File: src/rtl/mul_ternary_pkg.sv
// Shared selector encodings and FSM state type for the ternary multiply-accumulate engine.
package mul_ternary_pkg;

    localparam logic [1:0] SEL_HOLD = 2'b00;
    localparam logic [1:0] SEL_ADD  = 2'b01;
    localparam logic [1:0] SEL_RSVD = 2'b10;
    localparam logic [1:0] SEL_SUB  = 2'b11;

    typedef enum logic [1:0] {
        IDLE  = 2'b00,
        ACC   = 2'b01,
        DRAIN = 2'b10,
        DONE  = 2'b11
    } state_t;

endpackage

File: src/rtl/mau_lane.sv
// One accumulator lane: mod-q add/subtract of the stage-1 coefficient into a private register.
module mau_lane
    import mul_ternary_pkg::*;
#(
    parameter int PARAM_LOG_Q = 8,
    parameter int PARAM_Q     = 251
) (
    input  logic                   clk,
    input  logic                   rst_n,
    input  logic                   clr,
    input  logic                   vld_p1,
    input  logic [1:0]             sel_p1,
    input  logic [PARAM_LOG_Q-1:0] coef_p1,
    output logic [PARAM_LOG_Q-1:0] acc_o
);

    localparam logic [PARAM_LOG_Q:0] Q_EXT = (PARAM_LOG_Q+1)'(PARAM_Q);

    logic [PARAM_LOG_Q-1:0] acc_p2;
    logic [PARAM_LOG_Q-1:0] acc_nxt;

    // Inputs are already < 2q, so one conditional subtract restores the range.
    function automatic logic [PARAM_LOG_Q-1:0] mod_reduce(input logic [PARAM_LOG_Q:0] v);
        if (v >= Q_EXT)
            return PARAM_LOG_Q'(v - Q_EXT);
        return v[PARAM_LOG_Q-1:0];
    endfunction

    always_comb begin
        acc_nxt = acc_p2;
        unique case (sel_p1)
            SEL_ADD: acc_nxt = mod_reduce({1'b0, acc_p2} + {1'b0, coef_p1});
            SEL_SUB: acc_nxt = mod_reduce({1'b0, acc_p2} + Q_EXT - {1'b0, coef_p1});
            default: acc_nxt = acc_p2;
        endcase
    end

    // Stage 2: accumulator update
    always_ff @(posedge clk or negedge rst_n) begin
        if (!rst_n)
            acc_p2 <= '0;
        else if (clr)
            acc_p2 <= '0;
        else if (vld_p1)
            acc_p2 <= acc_nxt;
    end

    assign acc_o = acc_p2;

endmodule

File: src/rtl/mau_accumulator.sv
// Multi-lane pipelined ternary MAC: FSM, beat counter, stage-1 registers and lane array.
module mau_accumulator
    import mul_ternary_pkg::*;
#(
    parameter int PARAM_LOG_Q = 8,
    parameter int PARAM_Q     = 251,
    parameter int LANES       = 4,
    parameter int LEN_W       = 10
) (
    input  logic                         clk,
    input  logic                         rst_n,
    input  logic                         start_i,
    input  logic [LEN_W-1:0]             len_i,
    input  logic                         in_valid_i,
    output logic                         in_ready_o,
    input  logic [LANES*PARAM_LOG_Q-1:0] in_coef_i,
    input  logic [2*LANES-1:0]           in_sel_i,
    output logic                         out_valid_o,
    input  logic                         out_ready_i,
    output logic [LANES*PARAM_LOG_Q-1:0] out_acc_o,
    output logic                         busy_o,
    output logic                         err_o
);

    state_t                       state, state_nxt;
    logic [LEN_W-1:0]             cnt;
    logic                         start_acc;
    logic                         xfer;
    logic                         last_beat;

    logic                         vld_p1;
    logic [LANES*PARAM_LOG_Q-1:0] coef_p1;
    logic [2*LANES-1:0]           sel_p1;
    logic [LANES-1:0]             rsvd_p1;
    logic                         err_p2;

    // A new run may begin from IDLE, or from DONE while the result is being taken.
    assign start_acc = start_i && ((state == IDLE) || ((state == DONE) && out_ready_i));
    assign xfer      = in_valid_i && (state == ACC);
    assign last_beat = xfer && (cnt == LEN_W'(1));

    always_ff @(posedge clk or negedge rst_n) begin
        if (!rst_n)
            state <= IDLE;
        else
            state <= state_nxt;
    end

    always_comb begin
        state_nxt = state;
        unique case (state)
            IDLE:    if (start_acc) state_nxt = (len_i != '0) ? ACC : DONE;
            ACC:     if (last_beat) state_nxt = DRAIN;
            DRAIN:   state_nxt = DONE;
            DONE: begin
                if (start_acc)
                    state_nxt = (len_i != '0) ? ACC : DONE;
                else if (out_ready_i)
                    state_nxt = IDLE;
            end
            default: state_nxt = IDLE;
        endcase
    end

    always_comb begin
        in_ready_o  = (state == ACC);
        out_valid_o = (state == DONE);
        busy_o      = (state != IDLE);
    end

    always_ff @(posedge clk or negedge rst_n) begin
        if (!rst_n)
            cnt <= '0;
        else if (start_acc)
            cnt <= len_i;
        else if (xfer)
            cnt <= cnt - LEN_W'(1);
    end

    // Stage 1: capture the accepted beat
    always_ff @(posedge clk or negedge rst_n) begin
        if (!rst_n)
            vld_p1 <= 1'b0;
        else
            vld_p1 <= xfer;
    end

    always_ff @(posedge clk) begin
        if (xfer) begin
            coef_p1 <= in_coef_i;
            sel_p1  <= in_sel_i;
        end
    end

    // Stage 2: lane accumulators and sticky reserved-selector flag
    genvar l;
    generate
        for (l = 0; l < LANES; l++) begin : g_lane
            assign rsvd_p1[l] = (sel_p1[2*l +: 2] == SEL_RSVD);

            mau_lane #(
                .PARAM_LOG_Q (PARAM_LOG_Q),
                .PARAM_Q     (PARAM_Q)
            ) u_lane (
                .clk     (clk),
                .rst_n   (rst_n),
                .clr     (start_acc),
                .vld_p1  (vld_p1),
                .sel_p1  (sel_p1[2*l +: 2]),
                .coef_p1 (coef_p1[l*PARAM_LOG_Q +: PARAM_LOG_Q]),
                .acc_o   (out_acc_o[l*PARAM_LOG_Q +: PARAM_LOG_Q])
            );
        end
    endgenerate

    always_ff @(posedge clk or negedge rst_n) begin
        if (!rst_n)
            err_p2 <= 1'b0;
        else if (start_acc)
            err_p2 <= 1'b0;
        else if (vld_p1 && (|rsvd_p1))
            err_p2 <= 1'b1;
    end

    assign err_o = err_p2;

endmodule

File: config.mk
export PLATFORM = sky130hd
export DESIGN_NAME = mau_accumulator
export DESIGN_NICKNAME = d
export VERILOG_FILES = /design/src/rtl/mul_ternary_pkg.sv /design/src/rtl/mau_lane.sv /design/src/rtl/mau_accumulator.sv
export SDC_FILE = /design/constraint.sdc
export NUM_CORES = 1
export LEC_CHECK = 0
export CAP_MARGIN = 40
export CELL_PAD_IN_SITES_DETAIL_PLACEMENT = 0
export CELL_PAD_IN_SITES_GLOBAL_PLACEMENT = 2
export CORE_ASPECT_RATIO = 1.4
export CORE_MARGIN = 5
export CORE_UTILIZATION = 36
export CTS_CLUSTER_DIAMETER = 50
export CTS_CLUSTER_SIZE = 40
export DETAILED_ROUTE_END_ITERATION = 12
export PLACE_DENSITY_LB_ADDON = 0.1
export SLEW_MARGIN = 25
export SYNTH_ARGS = -nofsm -noshare
export SYNTH_HDL_FRONTEND = slang
export SYNTH_SLANG_ARGS = --single-unit
File: constraint.sdc
create_clock -name clk -period 4.2 [get_ports clk]
set_clock_uncertainty 0.2 [all_clocks]
set_input_delay 0.84 -clock clk [delete_from_list [all_inputs] [get_ports clk]]
set_output_delay 0.84 -clock clk [all_outputs]
set_load 0.02 [all_outputs]
==> results.md, run 1 <==
* First drt pass iteration count at 4
* Crit path time final at around 3800 ps
* Most common cell in the netlist: inv_1
* Max cap viols at 0
* Post-synthesis cell type count at between 70 and 80
* CP Class: flop to flop
* M1 WL at 10.2 mm
* Hold-fix buffers, CTS at 0
* Latest clock arrival within the worst-skew pair at 360 ps
* Die height at 191 um
* Main area contributors after synthesis: ha_1, edfxtp_1, dfrtp_1
* Worst Path Required at 4210 ps
* Post-Synth XOR/XNOR Area at 7.77%
* Number of synthesized flops with an enable pin at 40
* Status: finished, final reports clean
* Switching power share of the total at between 50% and 60%
* Cells after Synth at 970
* Actual slew at the worst max-slew pin at ~780 ps
* Power density cells at ~900 nW/um^2
* Port bufs at 90
* #FFs+latches synth at 86
* Largest net degree at the start of global routing at 29
* Post-synth design cell area at 8450 sq um
* Post-synthesis mux area share at 1.44%
* Number of buffers inserted during clock tree synthesis at 9
* Final Hold Viols at 0
* Share of the synthesized area in the top cell type at 15.1%
* Global-route wire length before repair at 40.1 mm
* H-tree levels at 3
* Synthesized area per cell at around 8.7 sq um
* Cts repair resizes at 0
* Global route overflow at 0
* Worst path cell trace: ha_1 > ha_1 > inv_1 > fa_1 > nand2b_1 > a21oi_1 > xor2_1 > and3_1 > a41oi_1 > clkbuf_2 > nor2_1 > a2111oi_0 > a2111oi_0
* Seq/Total Area, Yosys at 27.8%
* Setup violations, final at 0
* Die width at 139 um
* Core Footprint at 23200 sq um
* Top Ports at 91
* Share of cells above drive strength 1 at just over 5%
* Post-CTS Setup Bufs at 0
* Initial antenna violation count at 0
* DPL Wire Length at ~20 mm
* Peak supply drop at 0.364 mV
* Register area at 2350 sq um
* Flop pwr share at 15.9%
* P_leak at 0.00428 uW
* Clk root buf: clkbuf_16
* Async SR Flop Fraction at 53.5%
* Largest family of logic cells by synthesized area: compound AO/OA/AOI/OAI gates
* Area of the multi-input gates at 5600 sq um
* DRT iter0 DRCs at 294
* Total track usage at roughly a fifth
* Setup crit start kind: flop
* DR DRC count at 0
* Synth warnings at 0
* CP arrival at 3850 ps
* Die area at 26700 sq um
* Rel. slew slack at 47.0%
* Routed wire length at 25.0 mm
* Nets at 1241
* Clock Power Share at 9.1%
* Initial Util at 36.4%
* Hold WC Path Type: input pin to asynchronous set/reset pin
* Clk slew on worst S/H paths at 70 ps
* Number of global-route vias before repair at ~7600
* Filler cell count at 2392
* # diodes at 0
* Top routing layer in use: met4
* Post-synthesis compound-gate area fraction at 22.4%
* Met3 wire length at 530 um
* Period utilization at between 90% and 100%
* Syn Nets at 1135
* Maximum clock path buffer count at 2
* Most used DFF post-synth: dfrtp_1
* Comb pwr share at 75.0%
* CTS tree: done
* Fmax at 261 MHz
* Cell taking the most area after synthesis: ha_1
* Unrepaired setup endpoints after global routing: no
* Slowest-stage cell, CP: dfrtp_1
* Synth Area in Simple Gates at 17.7%
* Final Slew Violations at 0
* Via count at 7382
* CTS Sinks at 86
* Rows at 66
* CP Capture Type: flop
* Adder-Cell Fraction of Synth Area at 17.0%
* RePlAce Congestion at roughly 0.79
* Routed vias/inst at approximately 5.3
* Layout area overhead at 19.6%
* DR WL/cell at 18.0 um
* Post-layout util at 43.6%
* Met2 WL post-DR at 13.8 mm
* Setup_tns at 0 ps
* Internal power at approximately 4500 uW
* Synth top cells by count: inv_1, ha_1, nand2_1
* Final ANT Viol Nets at 0
* NetSw at between 4000 and 5000 uW
* Crit-path max FO at 6
* CP max stage delay at 450 ps
==> power groups by stage <==
stage	sequential, uW	clock, uW	combinational, uW
after global placement	1490	0	6990
after floorplan	1540	0	5020
after global routing	1520	895	7750
after detailed placement	1490	0	6930
after CTS	1480	871	6990
final	1470	840	6940
==> worst max-delay path: cells and delay by family (launching register included) <==
kind / cells / cell delay [ps]
XOR/XNOR: 1 / 170
AND/OR/NAND/NOR: 3 / 420
flip-flops: 1 / 450
adder cells (fa/ha/maj): 3 / 950
AO/OA/AOI/OAI: 4 / 1180
buffers and inverters: 2 / 320
==> stage by stage <==
step	power (uW)	setup WS, ps	hold slack (ps)	area (sq um)	std cells
4_1_cts	9330	263	301	10100	1385
5_1_grt	10200	77.6	194	10100	1387
3_3_place_gp	8480	392	276	9800	1369
6_report	9240	364	185	10100	1387
2_1_floorplan	6560	615	260	8450	970
3_5_place_dp	8420	292	285	9800	1369
==> per-layer routing <==
metal  global-route usage, %  vias to the layer above
met4                    5.84                        0
met3                    1.95                       28
li1                        -                     3731
met2                    36.9                      111
met1                    21.1                     3512
met5                       0                        -
==> kinds of logic after synthesis <==
kind of cell / after synthesis
adder cells (fa/ha/maj): 110
multiplexers: 12
AO/OA/AOI/OAI: 258
buffers and inverters: 131
flip-flops: 86
XOR/XNOR: 75
AND/OR/NAND/NOR: 298
==> sequential cells by signal, indices dropped and copies added, names as in the netlist <==
register / flops
cnt: 10
state: 2
sel_p1: 8
vld_p1: 1
err_o: 1
g_lane.u_lane.acc_o: 32
coef_p1: 32
==> placed cells by master (no fill, tap or decap), drive strengths merged, types with 18 or more instances in the layout <==
cell type      count
nor2              66
ha               102
xnor2             51
buf               18
nor3              38
a21oi             55
inv              119
nand3             21
o21ai             38
edfxtp            40
clkdlybuf4s50     89
dfrtp             46
nand2             73
nand2b            22
xor2              24
==> path summary, 6_finish.rpt <==
kind	slack, ps	end	depth (start not counted)	start
max in group asynchronous	2980	g_lane[2].u_lane.acc_o[1]$_DFFE_PN0P_	2	rst_n
worst min register to register	300	cnt[6]$_DFFE_PN0P_	2	cnt[6]$_DFFE_PN0P_
min in group clk	300	cnt[6]$_DFFE_PN0P_	2	cnt[6]$_DFFE_PN0P_
worst min-delay path	190	g_lane[3].u_lane.acc_o[4]$_DFFE_PN0P_	1	rst_n
worst max register to register	360	g_lane[1].u_lane.acc_o[0]$_DFFE_PN0P_	13	g_lane[1].u_lane.acc_o[1]$_DFFE_PN0P_
worst max-delay path	360	g_lane[1].u_lane.acc_o[0]$_DFFE_PN0P_	13	g_lane[1].u_lane.acc_o[1]$_DFFE_PN0P_
==> final cells by class <==
class,count,area share [%]
inverters,118,4.38
clock inverters,5,0.495
well taps,306,3.79
repair buffers,108,10.4
flip-flops and latches,86,23.3
multi-input cells,753,55.4
clock buffers,11,2.30
Power figures use the tool's default switching activity.
==> run 2, diff against run 1 <==
--- a/config.mk
+++ b/config.mk
@@ -6,11 +6,11 @@
 export NUM_CORES = 1
 export LEC_CHECK = 0
 export CAP_MARGIN = 40
-export CELL_PAD_IN_SITES_DETAIL_PLACEMENT = 0
-export CELL_PAD_IN_SITES_GLOBAL_PLACEMENT = 2
+export CELL_PAD_IN_SITES_DETAIL_PLACEMENT = 1
+export CELL_PAD_IN_SITES_GLOBAL_PLACEMENT = 1
 export CORE_ASPECT_RATIO = 1.4
 export CORE_MARGIN = 5
-export CORE_UTILIZATION = 36
+export CORE_UTILIZATION = 48
 export CTS_CLUSTER_DIAMETER = 50
 export CTS_CLUSTER_SIZE = 40
 export DETAILED_ROUTE_END_ITERATION = 12
==> constraint.sdc (replaced) <==
create_clock -name clk -period 4.65 [get_ports clk]
set_clock_uncertainty 0.2 [all_clocks]
set_input_delay 0.93 -clock clk [delete_from_list [all_inputs] [get_ports clk]]
set_output_delay 0.93 -clock clk [all_outputs]
set_load 0.02 [all_outputs]
==> run 2 against run 1 <==
Cell area decreased by 1.8%. Clock power decreased by 7.5%. Critical path depth fell by 1. Largest cell class unchanged. Routed wire length is 0.86% higher. Global-route usage grew 6.3 points. Maximum frequency shrank 0.43%. Non-clock buffer count fell by 12. Count of clock-buffer cells in the layout is 4 higher. Critical endpoint is now g_lane[2].u_lane.acc_o[2]$_DFFE_PN0P_.
==> results.md, run 2 (synthesis results as in run 1) <==
* DP Cell Count at 1288 (-5.9%)
* Nets at 1229 (-0.97%)
* DPL Wire Length at 19.9 mm (-0.68%)
* Setup violations, final at 0 (unchanged)
* Clk slew on worst S/H paths at 70 ps (about the same)
* Cts repair resizes at 0 (unchanged)
* Routed vias/inst at 5.95 (+12%)
* Global-route wire length before repair at 41.3 mm (+3.1%)
* H-tree levels at 3 (unchanged)
* DRT iter0 DRCs at 302 (+2.7%)
* First drt pass iteration count at 4 (unchanged)
* Top routing layer in use: met4
* Fin cells at 1305 (-5.9%)
* Commonest cells after routing, fill and taps aside: inv_1, ha_1, clkdlybuf4s50_1
* Rows at 57 (-14%)
* P_leak at 0.00422 uW (-1.5%)
* Area of the multi-input gates at 5600 sq um (unchanged)
* Routed wire length at 25.3 mm (+0.86%)
* Most frequent CP cell: ha_1
* Final Cell Area at 9930 sq um (-1.8%)
* Core Footprint at 17300 sq um (-25%)
* Clk root buf: clkbuf_16
* CP max stage delay at 580 ps (+130 ps)
* Global route overflow at 0 (unchanged)
* Met2 WL post-DR at 13.8 mm (-0.43%)
* Power density cells at 851 nW/um^2 (-6.9%)
* Share of cells above drive strength 1 at 4.02% (-1.2 points)
* Final Slew Violations at 0 (unchanged)
* Maximum clock path buffer count at 2 (unchanged)
* Final ANT Viol Nets at 0 (unchanged)
* Commonest non-fill, non-tap cell in the layout: inv_1
* Slowest-stage cell, CP: o41a_1
* CTS tree: done
* Final Hold Viols at 0 (unchanged)
* Setup_tns at 0 ps (unchanged)
* CP arrival at 3870 ps (+20 ps)
* Number of global-route vias before repair at 8322 (+9.5%)
* Actual slew at the worst max-slew pin at 810 ps (+25.6 ps)
* Initial antenna violation count at 0 (unchanged)
* Post-CTS Setup Bufs at 0 (unchanged)
* Top Ports at 91 (unchanged)
* Worst Path Required at 4670 ps (+460 ps)
* Peak supply drop at 0.444 mV (+22%)
* RePlAce Congestion at 0.872 (+11%)
* Setup crit start kind: flop
* Period utilization at 82.9% (-8.5 points)
* DR WL/cell at 19.3 um (+7.2%)
* Die area at 20400 sq um (-24%)
* Status: finished, final reports clean
* Hold-fix buffers, CTS at 0 (unchanged)
* Die width at 122 um (-12%)
* Initial Util at 48.8% (+12 points)
* # diodes at 0 (unchanged)
* Max cap viols at 0 (unchanged)
* DR DRC count at 0 (unchanged)
* M1 WL at 10.2 mm (-0.21%)
* Worst path cell trace: ha_1 > ha_1 > inv_1 > fa_1 > nand2b_1 > a21oi_1 > xor2_1 > nand3_1 > o41a_1 > or3_1 > a32oi_1 > o21ai_0
* Crit path time final at 3850 ps (+16.4 ps)
* Fmax at 260 MHz (-0.43%)
* CP Class: flop to flop
* Latest clock arrival within the worst-skew pair at 360 ps (about the same)
* Placed Area at 9630 sq um (-1.7%)
* Largest net degree at the start of global routing at 33 (+14%)
* Met3 wire length at 658 um (+24%)
* Die height at 167 um (-13%)
* Hold WC Path Type: input pin to asynchronous set/reset pin
* Via count at 7761 (+5.1%)
* CTS Sinks at 86 (unchanged)
* Total track usage at 25.1% (+6.3 points)
* Crit-path max FO at 7 (+1)
* Layout area overhead at 17.5%
* Filler cell count at 2073 (-13%)
* CP Capture Type: flop
* Register area at 2350 sq um (unchanged)
* Number of buffers inserted during clock tree synthesis at 9 (unchanged)
* Rel. slew slack at 45.3% (-1.7 points)
* Port bufs at 90 (unchanged)
* Unrepaired setup endpoints after global routing: no
## run 2: cell count changes in the layout (fill, tap and decap cells not counted), sizes merged
cell	before	now
inv	119	118
buf	18	7
clkbuf	12	15
clkinv	3	0
## run 2: per-stage QoR
stage                     hold WS, ps  power, uW  utilization (%)  setup slack (ps)
after floorplan                   260       5930                -              1070
after global placement            277       7380             55.5               865
after detailed placement          297       7560             55.5               697
after CTS                         328       8430             57.3               640
after global routing              338       9190             57.3               531
final                             313       8450             57.3               797
## run 2: worst paths after layout
| kind | slack (ps) | endpoint | startpoint | cells after the start |
|---|---|---|---|---|
| min reg2reg | 320 | cnt[7]$_DFFE_PN0P_ | cnt[7]$_DFFE_PN0P_ | 2 |
| min in group clk | 320 | cnt[7]$_DFFE_PN0P_ | cnt[7]$_DFFE_PN0P_ | 2 |
| min | 310 | g_lane[3].u_lane.acc_o[3]$_DFFE_PN0P_ | rst_n | 1 |
| max in group asynchronous | 3120 | g_lane[2].u_lane.acc_o[4]$_DFFE_PN0P_ | rst_n | 2 |
| max reg2reg | 800 | g_lane[2].u_lane.acc_o[2]$_DFFE_PN0P_ | g_lane[2].u_lane.acc_o[1]$_DFFE_PN0P_ | 12 |
| max | 800 | g_lane[2].u_lane.acc_o[2]$_DFFE_PN0P_ | g_lane[2].u_lane.acc_o[1]$_DFFE_PN0P_ | 12 |
## run 2: report_power, final
group	leakage [uW]	switching (uW)	internal [uW]
Clock	0.000144	328	448
Combinational	0.00311	3780	2550
Sequential	0.000966	278	1060
Total	0.00422	4390	4060
## run 2: cell type report
cell class,count,share of cell area (%)
clock inverters,1,0.302
flip-flops and latches,86,23.7
well taps,236,2.97
repair buffers,96,9.45
multi-input cells,753,56.4
inverters,118,4.46
clock buffers,15,2.70
## run 2: layer usage
layer | vias up | GRT usage (%)
li1 | 3707 | -
met1 | 3881 | 28.2
met2 | 132 | 48.1
met3 | 41 | 3.32
met4 | 0 | 7.89
met5 | - | 0
## run 2: worst max-delay path, delay by kind of cell, from the launching register on
kind,cells,cell delay (ps)
adder cells (fa/ha/maj),3,910
XOR/XNOR,1,280
buffers and inverters,1,50
AND/OR/NAND/NOR,3,750
flip-flops,1,450
AO/OA/AOI/OAI,4,1080
